<file path="src/rtl/usb_link_seq.sv">
// rtl/usb_link_seq.sv - ULPI PHY attach/detach sequencer; FUNCT_CTL readback verify under USB_LINK_SEQ_VERIFY_EN
module usb_link_seq #(
    parameter int           DEBOUNCE_CYCLES = 1000,
    parameter int           TIMEOUT_CYCLES  = 255,
    parameter int           MAX_RETRY       = 3,
    parameter logic [7:0]   OTG_CTL_VAL     = 8'h00,
    parameter logic [7:0]   FUNCT_CONN_FS   = 8'h45,
    parameter logic [7:0]   FUNCT_CONN_HS   = 8'h44,
    parameter logic [7:0]   FUNCT_DISC      = 8'h49
) (
    input  logic       clk,
    input  logic       rst_n,
    input  logic       usb_enable,
    input  logic       hs_enable,
    input  logic [1:0] vbus_state,
    output logic       reg_en,
    input  logic       reg_rdy,
    output logic       reg_we,
    output logic [7:0] reg_addr,
    output logic [7:0] reg_din,
    input  logic [7:0] reg_dout,
    output logic       connected,
    output logic       busy,
    output logic       speed_hs,
    output logic       error
);

    localparam int DW = $clog2(DEBOUNCE_CYCLES + 1);
    localparam int TW = (TIMEOUT_CYCLES > 1) ? $clog2(TIMEOUT_CYCLES) : 1;
    localparam logic [DW-1:0] DB_MAX    = DW'(DEBOUNCE_CYCLES);
    localparam logic [TW-1:0] TMO_LAST  = TW'(TIMEOUT_CYCLES - 1);
    localparam logic [3:0]    RETRY_MAX = 4'(MAX_RETRY);
    localparam logic [7:0]    ADDR_OTG   = 8'h0A;
    localparam logic [7:0]    ADDR_FUNCT = 8'h04;

    typedef enum logic [2:0] {
        S_DISC, S_WR_OTG, S_WR_FUNCT, S_RD_FUNCT, S_CONN, S_ERR
    } main_e;

    typedef enum logic [1:0] {
        A_IDLE, A_ISSUE, A_WAIT, A_DONE
    } acc_e;

    function automatic logic is_access(input main_e s);
        return (s == S_WR_OTG) || (s == S_WR_FUNCT) || (s == S_RD_FUNCT);
    endfunction

    // Reset asserts asynchronously but releases only after two clean clock edges.
    logic [1:0] rst_sync_q, rst_sync_d;
    logic       rst_int_n;

    always_ff @(posedge clk or negedge rst_n) begin
        if (!rst_n) rst_sync_q <= 2'b00;
        else        rst_sync_q <= rst_sync_d;
    end
    assign rst_sync_d = {rst_sync_q[0], 1'b1};
    assign rst_int_n  = rst_sync_q[1];

    main_e          state_q, state_d;
    acc_e           acc_q, acc_d;
    logic [DW-1:0]  db_cnt_q, db_cnt_d;
    logic [TW-1:0]  tmo_q, tmo_d;
    logic [3:0]     retry_q, retry_d;
    logic           mode_conn_q, mode_conn_d;
    logic           speed_hs_q, speed_hs_d;
    logic           match_q, match_d;
    logic           reg_en_q, reg_en_d;
    logic           reg_we_q, reg_we_d;
    logic           busy_q, busy_d;
    logic           connected_q, connected_d;
    logic           error_q, error_d;

    logic       vbus_ok, target, done, timeout;
    main_e      seq_end;
    logic [7:0] funct_val;

    assign vbus_ok   = (db_cnt_q == DB_MAX);
    assign target    = usb_enable & vbus_ok;
    assign funct_val = mode_conn_q ? (speed_hs_q ? FUNCT_CONN_HS : FUNCT_CONN_FS) : FUNCT_DISC;
    assign seq_end   = mode_conn_q ? S_CONN : S_DISC;
    assign done      = (acc_q == A_DONE);

    always_comb begin
        db_cnt_d    = db_cnt_q;
        state_d     = state_q;
        acc_d       = acc_q;
        tmo_d       = tmo_q;
        retry_d     = retry_q;
        mode_conn_d = mode_conn_q;
        speed_hs_d  = speed_hs_q;
        match_d     = match_q;
        timeout     = 1'b0;

        if (vbus_state == 2'b11) begin
            if (!vbus_ok) db_cnt_d = db_cnt_q + 1'b1;
        end else begin
            db_cnt_d = '0;
        end

        unique case (acc_q)
            A_IDLE:  if (is_access(state_q)) acc_d = A_ISSUE;
            A_ISSUE: begin
                acc_d = A_WAIT;
                tmo_d = '0;
            end
            A_WAIT: begin
                if (reg_rdy) begin
                    acc_d   = A_DONE;
                    match_d = (reg_dout == funct_val);
                end else if (tmo_q == TMO_LAST) begin
                    acc_d   = A_IDLE;
                    timeout = 1'b1;
                end else begin
                    tmo_d = tmo_q + 1'b1;
                end
            end
            A_DONE:  acc_d = A_IDLE;
            default: acc_d = A_IDLE;
        endcase

        unique case (state_q)
            S_DISC: if (target) begin
                state_d     = S_WR_OTG;
                mode_conn_d = 1'b1;
                speed_hs_d  = hs_enable;
                retry_d     = '0;
            end
            S_CONN: if (!target || (hs_enable != speed_hs_q)) begin
                state_d     = S_WR_OTG;
                mode_conn_d = 1'b0;
                retry_d     = '0;
            end
            S_WR_OTG: if (done) state_d = S_WR_FUNCT;
            S_WR_FUNCT: if (done) begin
`ifdef USB_LINK_SEQ_VERIFY_EN
                state_d = S_RD_FUNCT;
`else
                state_d = seq_end;
`endif
            end
            S_RD_FUNCT: if (done) begin
                if (match_q)                   state_d = seq_end;
                else if (retry_q == RETRY_MAX) state_d = S_ERR;
                else begin
                    retry_d = retry_q + 1'b1;
                    state_d = S_WR_FUNCT;
                end
            end
            S_ERR:   if (!usb_enable) state_d = S_DISC;
            default: state_d = S_DISC;
        endcase

        // A timed-out access stays in its state; the sub-FSM reissues it from IDLE.
        if (timeout) begin
            if (retry_q == RETRY_MAX) state_d = S_ERR;
            else                      retry_d = retry_q + 1'b1;
        end
    end

    assign reg_en_d    = (acc_d == A_ISSUE);
    assign reg_we_d    = (acc_d == A_ISSUE) && (state_d != S_RD_FUNCT);
    assign busy_d      = is_access(state_d);
    assign connected_d = (state_d == S_CONN);
    assign error_d     = (state_d == S_ERR);

    always_ff @(posedge clk or negedge rst_int_n) begin
        if (!rst_int_n) begin
            state_q     <= S_DISC;
            acc_q       <= A_IDLE;
            db_cnt_q    <= '0;
            tmo_q       <= '0;
            retry_q     <= '0;
            mode_conn_q <= 1'b0;
            speed_hs_q  <= 1'b0;
            match_q     <= 1'b0;
            reg_en_q    <= 1'b0;
            reg_we_q    <= 1'b0;
            busy_q      <= 1'b0;
            connected_q <= 1'b0;
            error_q     <= 1'b0;
        end else begin
            state_q     <= state_d;
            acc_q       <= acc_d;
            db_cnt_q    <= db_cnt_d;
            tmo_q       <= tmo_d;
            retry_q     <= retry_d;
            mode_conn_q <= mode_conn_d;
            speed_hs_q  <= speed_hs_d;
            match_q     <= match_d;
            reg_en_q    <= reg_en_d;
            reg_we_q    <= reg_we_d;
            busy_q      <= busy_d;
            connected_q <= connected_d;
            error_q     <= error_d;
        end
    end

    always_comb begin
        reg_addr = 8'h00;
        reg_din  = 8'h00;
        unique case (state_q)
            S_WR_OTG: begin
                reg_addr = ADDR_OTG;
                reg_din  = OTG_CTL_VAL;
            end
            S_WR_FUNCT, S_RD_FUNCT: begin
                reg_addr = ADDR_FUNCT;
                reg_din  = funct_val;
            end
            default: ;
        endcase
    end

    assign reg_en    = reg_en_q;
    assign reg_we    = reg_we_q;
    assign busy      = busy_q;
    assign connected = connected_q;
    assign error     = error_q;
    assign speed_hs  = speed_hs_q;

endmodule

</file>
<file path="config.mk">
export PLATFORM = sky130hd
export DESIGN_NAME = usb_link_seq
export DESIGN_NICKNAME = d
export VERILOG_FILES = /design/src/rtl/usb_link_seq.sv
export SDC_FILE = /design/constraint.sdc
export NUM_CORES = 1
export LEC_CHECK = 0
export ABC_AREA = 0
export CORE_MARGIN = 2
export CORE_UTILIZATION = 30
export DETAILED_ROUTE_END_ITERATION = 10
export PLACE_DENSITY_LB_ADDON = 0.12
export SYNTH_ARGS = -nofsm -noshare
export SYNTH_HDL_FRONTEND = slang
export SYNTH_SLANG_ARGS = --single-unit
</file>
<file path="constraint.sdc">
create_clock -name clk -period 1.5 [get_ports clk]
set_input_delay 0.3 -clock clk [delete_from_list [all_inputs] [get_ports clk]]
set_output_delay 0.3 -clock clk [all_outputs]
set_load 0.05 [all_outputs]
</file>
-- After elaboration in Yosys (flattened, before gate mapping)
Cells that the tools add are included.
Widths: inputs -> output; s select.
- reductions and logical operators: 16
- equal/unequal tests: 26
- bitwise gates (word level): 1
- muxes and demuxes: 39
- add/sub/neg operators: 3
- operators by type and width (kind ; count):
    $mux 3 ; 11
    $mux 4 ; 8
    $mux 10 ; 2
    $pmux 3 s6 ; 1
    $mux 8 ; 2
    $pmux 8 s2 ; 1
    $eq 3x2->1 const B ; 4
    $eq 3x3->1 const B ; 4
    $pmux 4 s3 ; 1
    $add 10x1->10 const B ; 1
    $eq 10x10->1 const B ; 1
    $ne 2x2->1 const B ; 5
    $add 8x1->8 const B ; 1
    $eq 8x7->1 ; 1
    $eq 8x8->1 const B ; 1
    $pmux 2 s4 ; 1
    $pmux 4 s2 ; 1
    $mux 7 ; 1
    $eq 2x2->1 const B ; 3
    $eq 3x1->1 const B ; 2
    $mux 1 ; 6
    $mux 2 ; 3
    $reduce_and 3->1 ; 2
    $logic_or 1x1->1 ; 5
    other kinds (14) ; 17
- flip-flop bits (word level): 37
- output and inout port bits: 22
- input bits: 15

-- Depth between registers and ports, before layout
Gate-level depths: netlist of run 1.
- depth after elaboration: 11
- gate-level depth with buffers: 7
- gate-level depth less buffers: 7

-- Least setup slack after synthesis of run 1
Ideal clock, no wire load.
- path type: reg2out
- from: reg state_q[2]
- to: out reg_addr[3]
- path buffers: 1
- required time: 1200 ps
- arrival time: 1634 ps
- slack: -434 ps
- stages on the path, launching flop included: 4
- cells stage by stage: dfrtp_1 -> nand2b_1 -> nor2_1 -> buf_4
- longest elaborated chain between the ends: 3
- RTL lines (element ; line ; RTL):
    start, declared ; 59 ; main_e state_q, state_d;
    start signal, assigned ; 182 ; state_q <= state_d;
    $eq 3x2->1 ; 201 ; unique case (state_q)
    $reduce_or 2->1 ; 201 ;
    $pmux 4 s2 * ; 201 ;
    end, declared ; 19 ; output logic [7:0] reg_addr,
Mark *: on every way between the ends. The rest lies on a longest branch, timed or not.

-- Worst setup path in the final report of run 1
- from: reg db_cnt_q[4]
- to: reg connected_q, in the netlist connected
- longest elaborated chain between the ends: 9
- RTL lines (element ; line ; RTL):
    start, declared ; 61 ; logic [DW-1:0] db_cnt_q, db_cnt_d;
    start signal, assigned ; 184 ; db_cnt_q <= db_cnt_d;
    $eq 10x10->1 * ; 77 ; assign vbus_ok = (db_cnt_q == DB_MAX);
    $and 1x1->1 * ; 78 ; assign target = usb_enable & vbus_ok;
    $logic_not 1->1 ; 128 ; S_CONN: if (!target || (hs_enable != speed_hs_q)) begin
    $logic_or 1x1->1 ; 128 ;
    $mux 3 ; 128 ;
    $pmux 3 s6 * ; 121 ; unique case (state_q)
    $mux 3 ; 155 ; if (retry_q == RETRY_MAX) state_d = S_ERR;
    $mux 3 * ; 154 ; if (timeout) begin
    $eq 3x3->1 * ; 163 ; assign connected_d = (state_d == S_CONN);
    named net connected_d ; 70 ; logic connected_q, connected_d;
    end signal, assigned ; 193 ; connected_q <= connected_d;
    end, declared ; 70 ;
Mark *: on every way through the listed nets, which the timed path passes. The rest lies on a longest branch.
A chain may end at the register's enable or synchronous reset.

==> results of run 1 <==
[per-layer routing]
layer  up-vias  share of wire, %  GRT usage [%]
met2        42                48           23.1
met4         0               2.3           6.57
li1        952                 -              -
met1       918                46           19.7
met5         -                 0              0
met3        11               3.3           2.37
[power by group through the flow]
stage | clock, µW | combinational, µW | sequential (µW)
after CTS | 729 | 1580 | 1180
after global placement | 0 | 1400 | 1190
after global routing | 771 | 1850 | 1200
final | 706 | 1730 | 1180
after detailed placement | 0 | 1400 | 1190
after floorplan | 0 | 616 | 1290
[worst paths after layout]
check,end,slack (ps)
worst max-delay path,connected,-170
worst min-delay path,tmo_q[2],100
worst min register to register,tmo_q[2],100
max in group asynchronous,speed_hs,950
min in group clk,rst_sync_q[1],360
worst max register to register,connected,-170
[repair_timing]
| item | 4_1_cts | 5_1_grt |
|---|---|---|
| setup endpoints to repair | 26 | 31 |
| buffers inserted | 10 | 10 |
| pin swaps | 18 | 14 |
| resized for setup | 32 | 28 |
[worst max-delay path: cells and delay by family, from the launching register on]
family | cells | cell delay, ps
simple gates | 3 | 750
compound gates | 1 | 110
mux | 1 | 340
flops | 1 | 380
[flip-flops by register name, summed over array words and instances, names as in the netlist]
signal       count
db_cnt_q        10
tmo_q            8
retry_q          4
state_q          3
acc_q            2
rst_sync_q       2
busy             1
connected        1
error            1
match_q          1
mode_conn_q      1
reg_en           1
reg_we           1
speed_hs         1
[logic make-up (layout without fill, tap and decap cells)]
group	Yosys count	after routing	synth area share [%]
mux	8	8	4.02
simple gates	94	94	25.5
buf+inv	22	114	5.77
flops	37	37	44.4
compound gates	41	41	13.2
xor+xnor	9	9	3.78
other cells	2	10	0.360
fa+ha+maj	5	5	3.00
[layout make-up]
class,instances,share of cell area (%)
clock buffers,5,2.00
flip-flops and latches,37,27.0
clock inverters,3,0.509
multi-input cells,167,38.4
repair buffers,97,28.0
well taps,80,2.91
inverters,9,1.16
[cells in the final DEF, fill, tap and decap left out, types with 4 or more instances in the layout]
cell             Yosys  final
a21oi_1              8      7
nand3_1             10      7
clkbuf_8             0      5
buf_4               10     62
conb_1               2     10
inv_1                9      4
xor2_1               7      7
o21ai_0             12      6
clkdlybuf4s50_1      0     13
o21ai_1              0      4
mux2i_1              5      4
nor2_1              23     20
dfrtp_1             37     36
nand2_1             21     19
buf_12               0     14
buf_6                0      7
[metrics by stage]
stage	setup WS, ps	cell area, µm²	total power, µW	hold slack [ps]
finish	-166	3440	3620	100
global route	-282	3440	3820	123
CTS	-242	3240	3480	110
detailed placement	-568	2970	2590	105
global placement	-516	2970	2580	105
floorplan	-194	2150	1910	4.41
==> impl_metrics.toml, run 1 <==
[global_routing]
antenna_found_initial = 0
grt_pass1_wl_um = 8620
track_usage_pct = 14.6
grt_pass1_vias = 1807
overflow = 0
grt_max_degree = 32

[clock_network]
htreeDepth = 2
clkTransAtPathRegs_ps = 80
cts_buffer_depth = 2
cts_hold_buf = 0
cts_sinks = 37
cts_root_buffer = "clkbuf_8"
clock_latency_ps = 300
numCtsBuffers = 5
cts_tree = "done"

[timing]
finalCritPeriodShare_pct = 111
hold_viol = 0
final_max_slew_viol_count = 0
rsz0062_at_grt = "yes"
fin_ws_ps = -166
setup_violations = 24
clock_skew_ps = 6.23
period_needed_ps = 1670
max_freq_mhz = 600
setup_tns_ps = -1890

[layout]
layout-drive-gt1-share_pct = 44.3
area_growth_pct = 65.0
fillers = 617
multi_input_area_um2 = 1320
fin_util_pct = 50.9
n_antenna_cell = 0
final_cells = 398
final_nets = 337
regArea_um2 = 927

[power_and_ir_drop]
powerDensity_nw_per_um2 = 1050
switchingPower_uw = 1370
internal_power_uw = 2250
clkPwrFrac_pct = 19.5
p_leak_uw = 0.00155
max-vdd-ir-drop_mv = 0.583
comb_power_share_pct = 47.8
switching_share_pct = 37.8
seqPwrFrac_pct = 32.7

[logic_synthesis]
netlist_instances = 218
synth_top_area_share_pct = 44.4
ys_seq_area_share_pct = 44.4
ys_top_cells_by_area = "dfrtp_1 (44%), nor2_1 (4.1%), nand2_1 (3.8%), buf_4 (3.6%), ha_1 (3.0%)"
avgSynthCellArea_um2 = 9.56
syn_area_um2 = 2080
yosys_register_bits = 37
synthTopCellsByCount = "dfrtp_1 (37), nor2_1 (23), nand2_1 (21), o21ai_0 (12)"
synthFlopType = "dfrtp_1"
async_flop_share_pct = 100
yosysTopAreaCell = "dfrtp_1"
yosysMostFrequentCell = "dfrtp_1"
synth.distinct_cells = 48
synth_edf_count = 0
ys_warn_count = 0

[drt]
drc = 0
wire_per_inst_um = 13.4
drt_pre_antenna_iters = 4
via_count = 1923
drt_iter0_markers = 61
final_antenna_net_count = 0
drt-total-wl_um = 5350
routed_via_density = 4.83

[critical_path]
timing.rr.start = "db_cnt_q[4]"
cpPeakStageDelay_ps = 380
worstPathRequired_ps = 1710
endpoint_kind = "flip-flop"
crit_start = "db_cnt_q[4]"
crit_type = "flip-flop to flip-flop"
cp-start-kind = "flip-flop"
reg2reg_depth = 5
worstPathCellList = "nand4b_1 -> nor3_4 -> mux2i_4 -> o21ai_4 -> nor4b_4"
critical_path_peak_fanout = 4
worst_ep_arrival_time_ps = 1870
cp_slowest_cell = "dfrtp_1"

[die]
fp.dieW_um = 87.3
start_util_pct = 30.8
die_area_um2 = 7630
ios = 37
coreArea_um2 = 6760
dieHeight_um = 87.3
num_rows = 30

[outcome]
violations = "negative setup slack"
outcome = "finished, violations left"

[min_path]
hp-class = "flip-flop to async pin"

[placed_design]
dp.cells = 373
gp_congestion = 0.790
port_buffers = 27
hpwlAfterDp_um = 3690

[job]
drv_cap = 0
(Power assumes the default switching activity.)
==> inputs of run 2 (changes only) <==
--- a/config.mk
+++ b/config.mk
@@ -8,6 +8,7 @@
 export ABC_AREA = 0
 export CORE_MARGIN = 2
 export CORE_UTILIZATION = 30
+export CTS_CLUSTER_SIZE = 14
 export DETAILED_ROUTE_END_ITERATION = 10
 export PLACE_DENSITY_LB_ADDON = 0.12
 export SYNTH_ARGS = -nofsm -noshare
==> results of run 2 <==
Same layout as run 1: the final DEF is identical, and so are final timing and power.
==> inputs of run 3 (changes only) <==
--- a/config.mk
+++ b/config.mk
@@ -6,7 +6,6 @@
 export NUM_CORES = 1
 export LEC_CHECK = 0
 export ABC_AREA = 0
-export CORE_MARGIN = 2
 export CORE_UTILIZATION = 30
 export CTS_CLUSTER_SIZE = 14
 export DETAILED_ROUTE_END_ITERATION = 10
==> run 3 against run 2 <==
- the flow still finishes with violations (negative setup slack)
- cell count shrank 1.3%
- setup slack gained 23 ps
- flip-flop and latch count is the same
- sequential power is essentially flat
- via count shrank 2.9%
- clock skew grew 5.6 ps
- critical path type unchanged
- highest routed layer unchanged
==> impl_metrics.toml, run 3 (same netlist as run 1, synthesis figures left out) <==
[critical_path]
crit_start = "db_cnt_q[4]"
critical_path_peak_fanout = 4
critPathBufInv = 0
cp-start-kind = "flip-flop"
crit_type = "flip-flop to flip-flop"
endpoint_kind = "flip-flop"
cpPeakStageDelay_ps = 380
worstPathCellList = "nand4b_1 -> nor3_4 -> mux2i_4 -> o21ai_2 -> o211a_1"
worst_ep_arrival_time_ps = 1830
cp_top_family = "simple AND/OR/NAND/NOR gates"
timing.rr.start = "db_cnt_q[4]"
worstPathRequired_ps = 1680
cp_slowest_cell = "dfrtp_1"

[clock_network]
cts_tree = "done"
htreeDepth = 2
clock_latency_ps = 290
cts_sinks = 37
cts_buffer_depth = 2
cts_hold_buf = 0
clkTransAtPathRegs_ps = 80
numCtsBuffers = 5
cts_root_buffer = "clkbuf_8"

[placed_design]
dp.cells = 372
gp_congestion = 0.761
port_buffers = 27
hpwlAfterDp_um = 3780
place_ws_ps = -536

[layout]
largest-register = "db_cnt_q"
top_regs = "db_cnt_q: 10 flops, tmo_q: 8 flops, retry_q: 4 flops"
mostFrequentLayoutCells = "buf_4 (60), dfrtp_1 (36), nor2_1 (19)"
fin_util_pct = 49.9
largest_reg_flops = 10
final_common_cell = "buf_4"
n_antenna_cell = 0
layout-drive-gt1-share_pct = 42.5
area_growth_pct = 62.0
final_nets = 332
final_cells = 393

[timing]
finalCritPeriodShare_pct = 110
period_needed_ps = 1640
rsz0062_at_grt = "yes"
max_freq_mhz = 609
fin_hold_ws_ps = 174
setup_violations = 17
hold_viol = 0
clock_skew_ps = 11.8
fin_ws_ps = -143
final_max_slew_viol_count = 0

[die]
die_area_um2 = 7280
num_rows = 30
start_util_pct = 30.8
ios = 37
dieHeight_um = 85.3
coreArea_um2 = 6760
fp.dieW_um = 85.3

[global_routing]
overflow = 0
antenna_found_initial = 0
grt_max_degree = 28
grt_pass1_vias = 1748
track_usage_pct = 14.5
grt_pass1_wl_um = 8250

[outcome]
outcome = "finished, violations left"
violations = "negative setup slack"

[drt]
final_antenna_net_count = 0
drt_pre_antenna_iters = 4
drt_iter0_markers = 49
via_count = 1867
routed_via_density = 4.75
wire_per_inst_um = 12.6
drt-total-wl_um = 4950
drc = 0

[power_and_ir_drop]
max-vdd-ir-drop_mv = 0.619
power_uw = 3670
powerDensity_nw_per_um2 = 1090
p_leak_uw = 0.00154

[job]
drv_cap = 0

[min_path]
hp-class = "input pin to async pin"
run 3: changes by cell type in the layout (fill, tap and decap cells not counted), moves of 2 or more:
cell / before / now
buf_6: 7 / 4
buf_4: 62 / 60
clkinv_2: 2 / 0
nor2_2: 0 / 2
run 3: worst paths after layout:
kind                                       to  slack [ps]  depth (start not counted)
min in group clk                rst_sync_q[1]         350                          0
max in group asynchronous            speed_hs         820                          1
worst max register to register           busy        -140                          5
worst min register to register       tmo_q[4]         180                          0
worst max-delay path                     busy        -140                          5
worst min-delay path            rst_sync_q[0]         170                          1
run 3: per-layer routing:
layer | wire length (µm) | vias to the layer above | global-route usage [%]
li1 | - | 943 | -
met1 | 2400 | 892 | 19.4
met2 | 2370 | 30 | 23.7
met3 | 151 | 2 | 3.02
met4 | 32 | 0 | 4.09
met5 | 0 | - | 0
run 3: layout make-up:
cell class                      instances  area [µm²]
Fill cell                             630        3380
Clock buffer                            5        68.8
Timing Repair Buffer                   92         915
Sequential cell                        37         927
Multi-Input combinational cell        167        1280
Tap cell                               80         100
Clock inverter                          3        46.3
Inverter                                9        37.5
run 3: power breakdown:
| part | internal, µW | switching [µW] |
|---|---|---|
| Clock | 498 | 377 |
| Combinational | 784 | 824 |
| Sequential | 1100 | 94.0 |
| Total | 2380 | 1300 |
run 3: worst register-to-register path, cell delays in order (launching register included):
cell and delay, ps:
dfrtp_1 380, nand4b_1 220, nor3_4 280, mux2i_4 320
o21ai_2 120, o211a_1 230
run 3: metrics by stage:
step                setup TNS [ps]  cell area [µm²]
floorplan                     -894             2150
global placement             -5910             2970
detailed placement           -6280             2970
CTS                          -1740             3230
global route                 -2780             3370
finish                       -1130             3370
run 3: repair_timing:
action / CTS / global route
gates resized for setup: 27 / 22
pin swaps: 13 / 17
buffers inserted: 7 / 9
setup endpoints to repair: 26 / 33
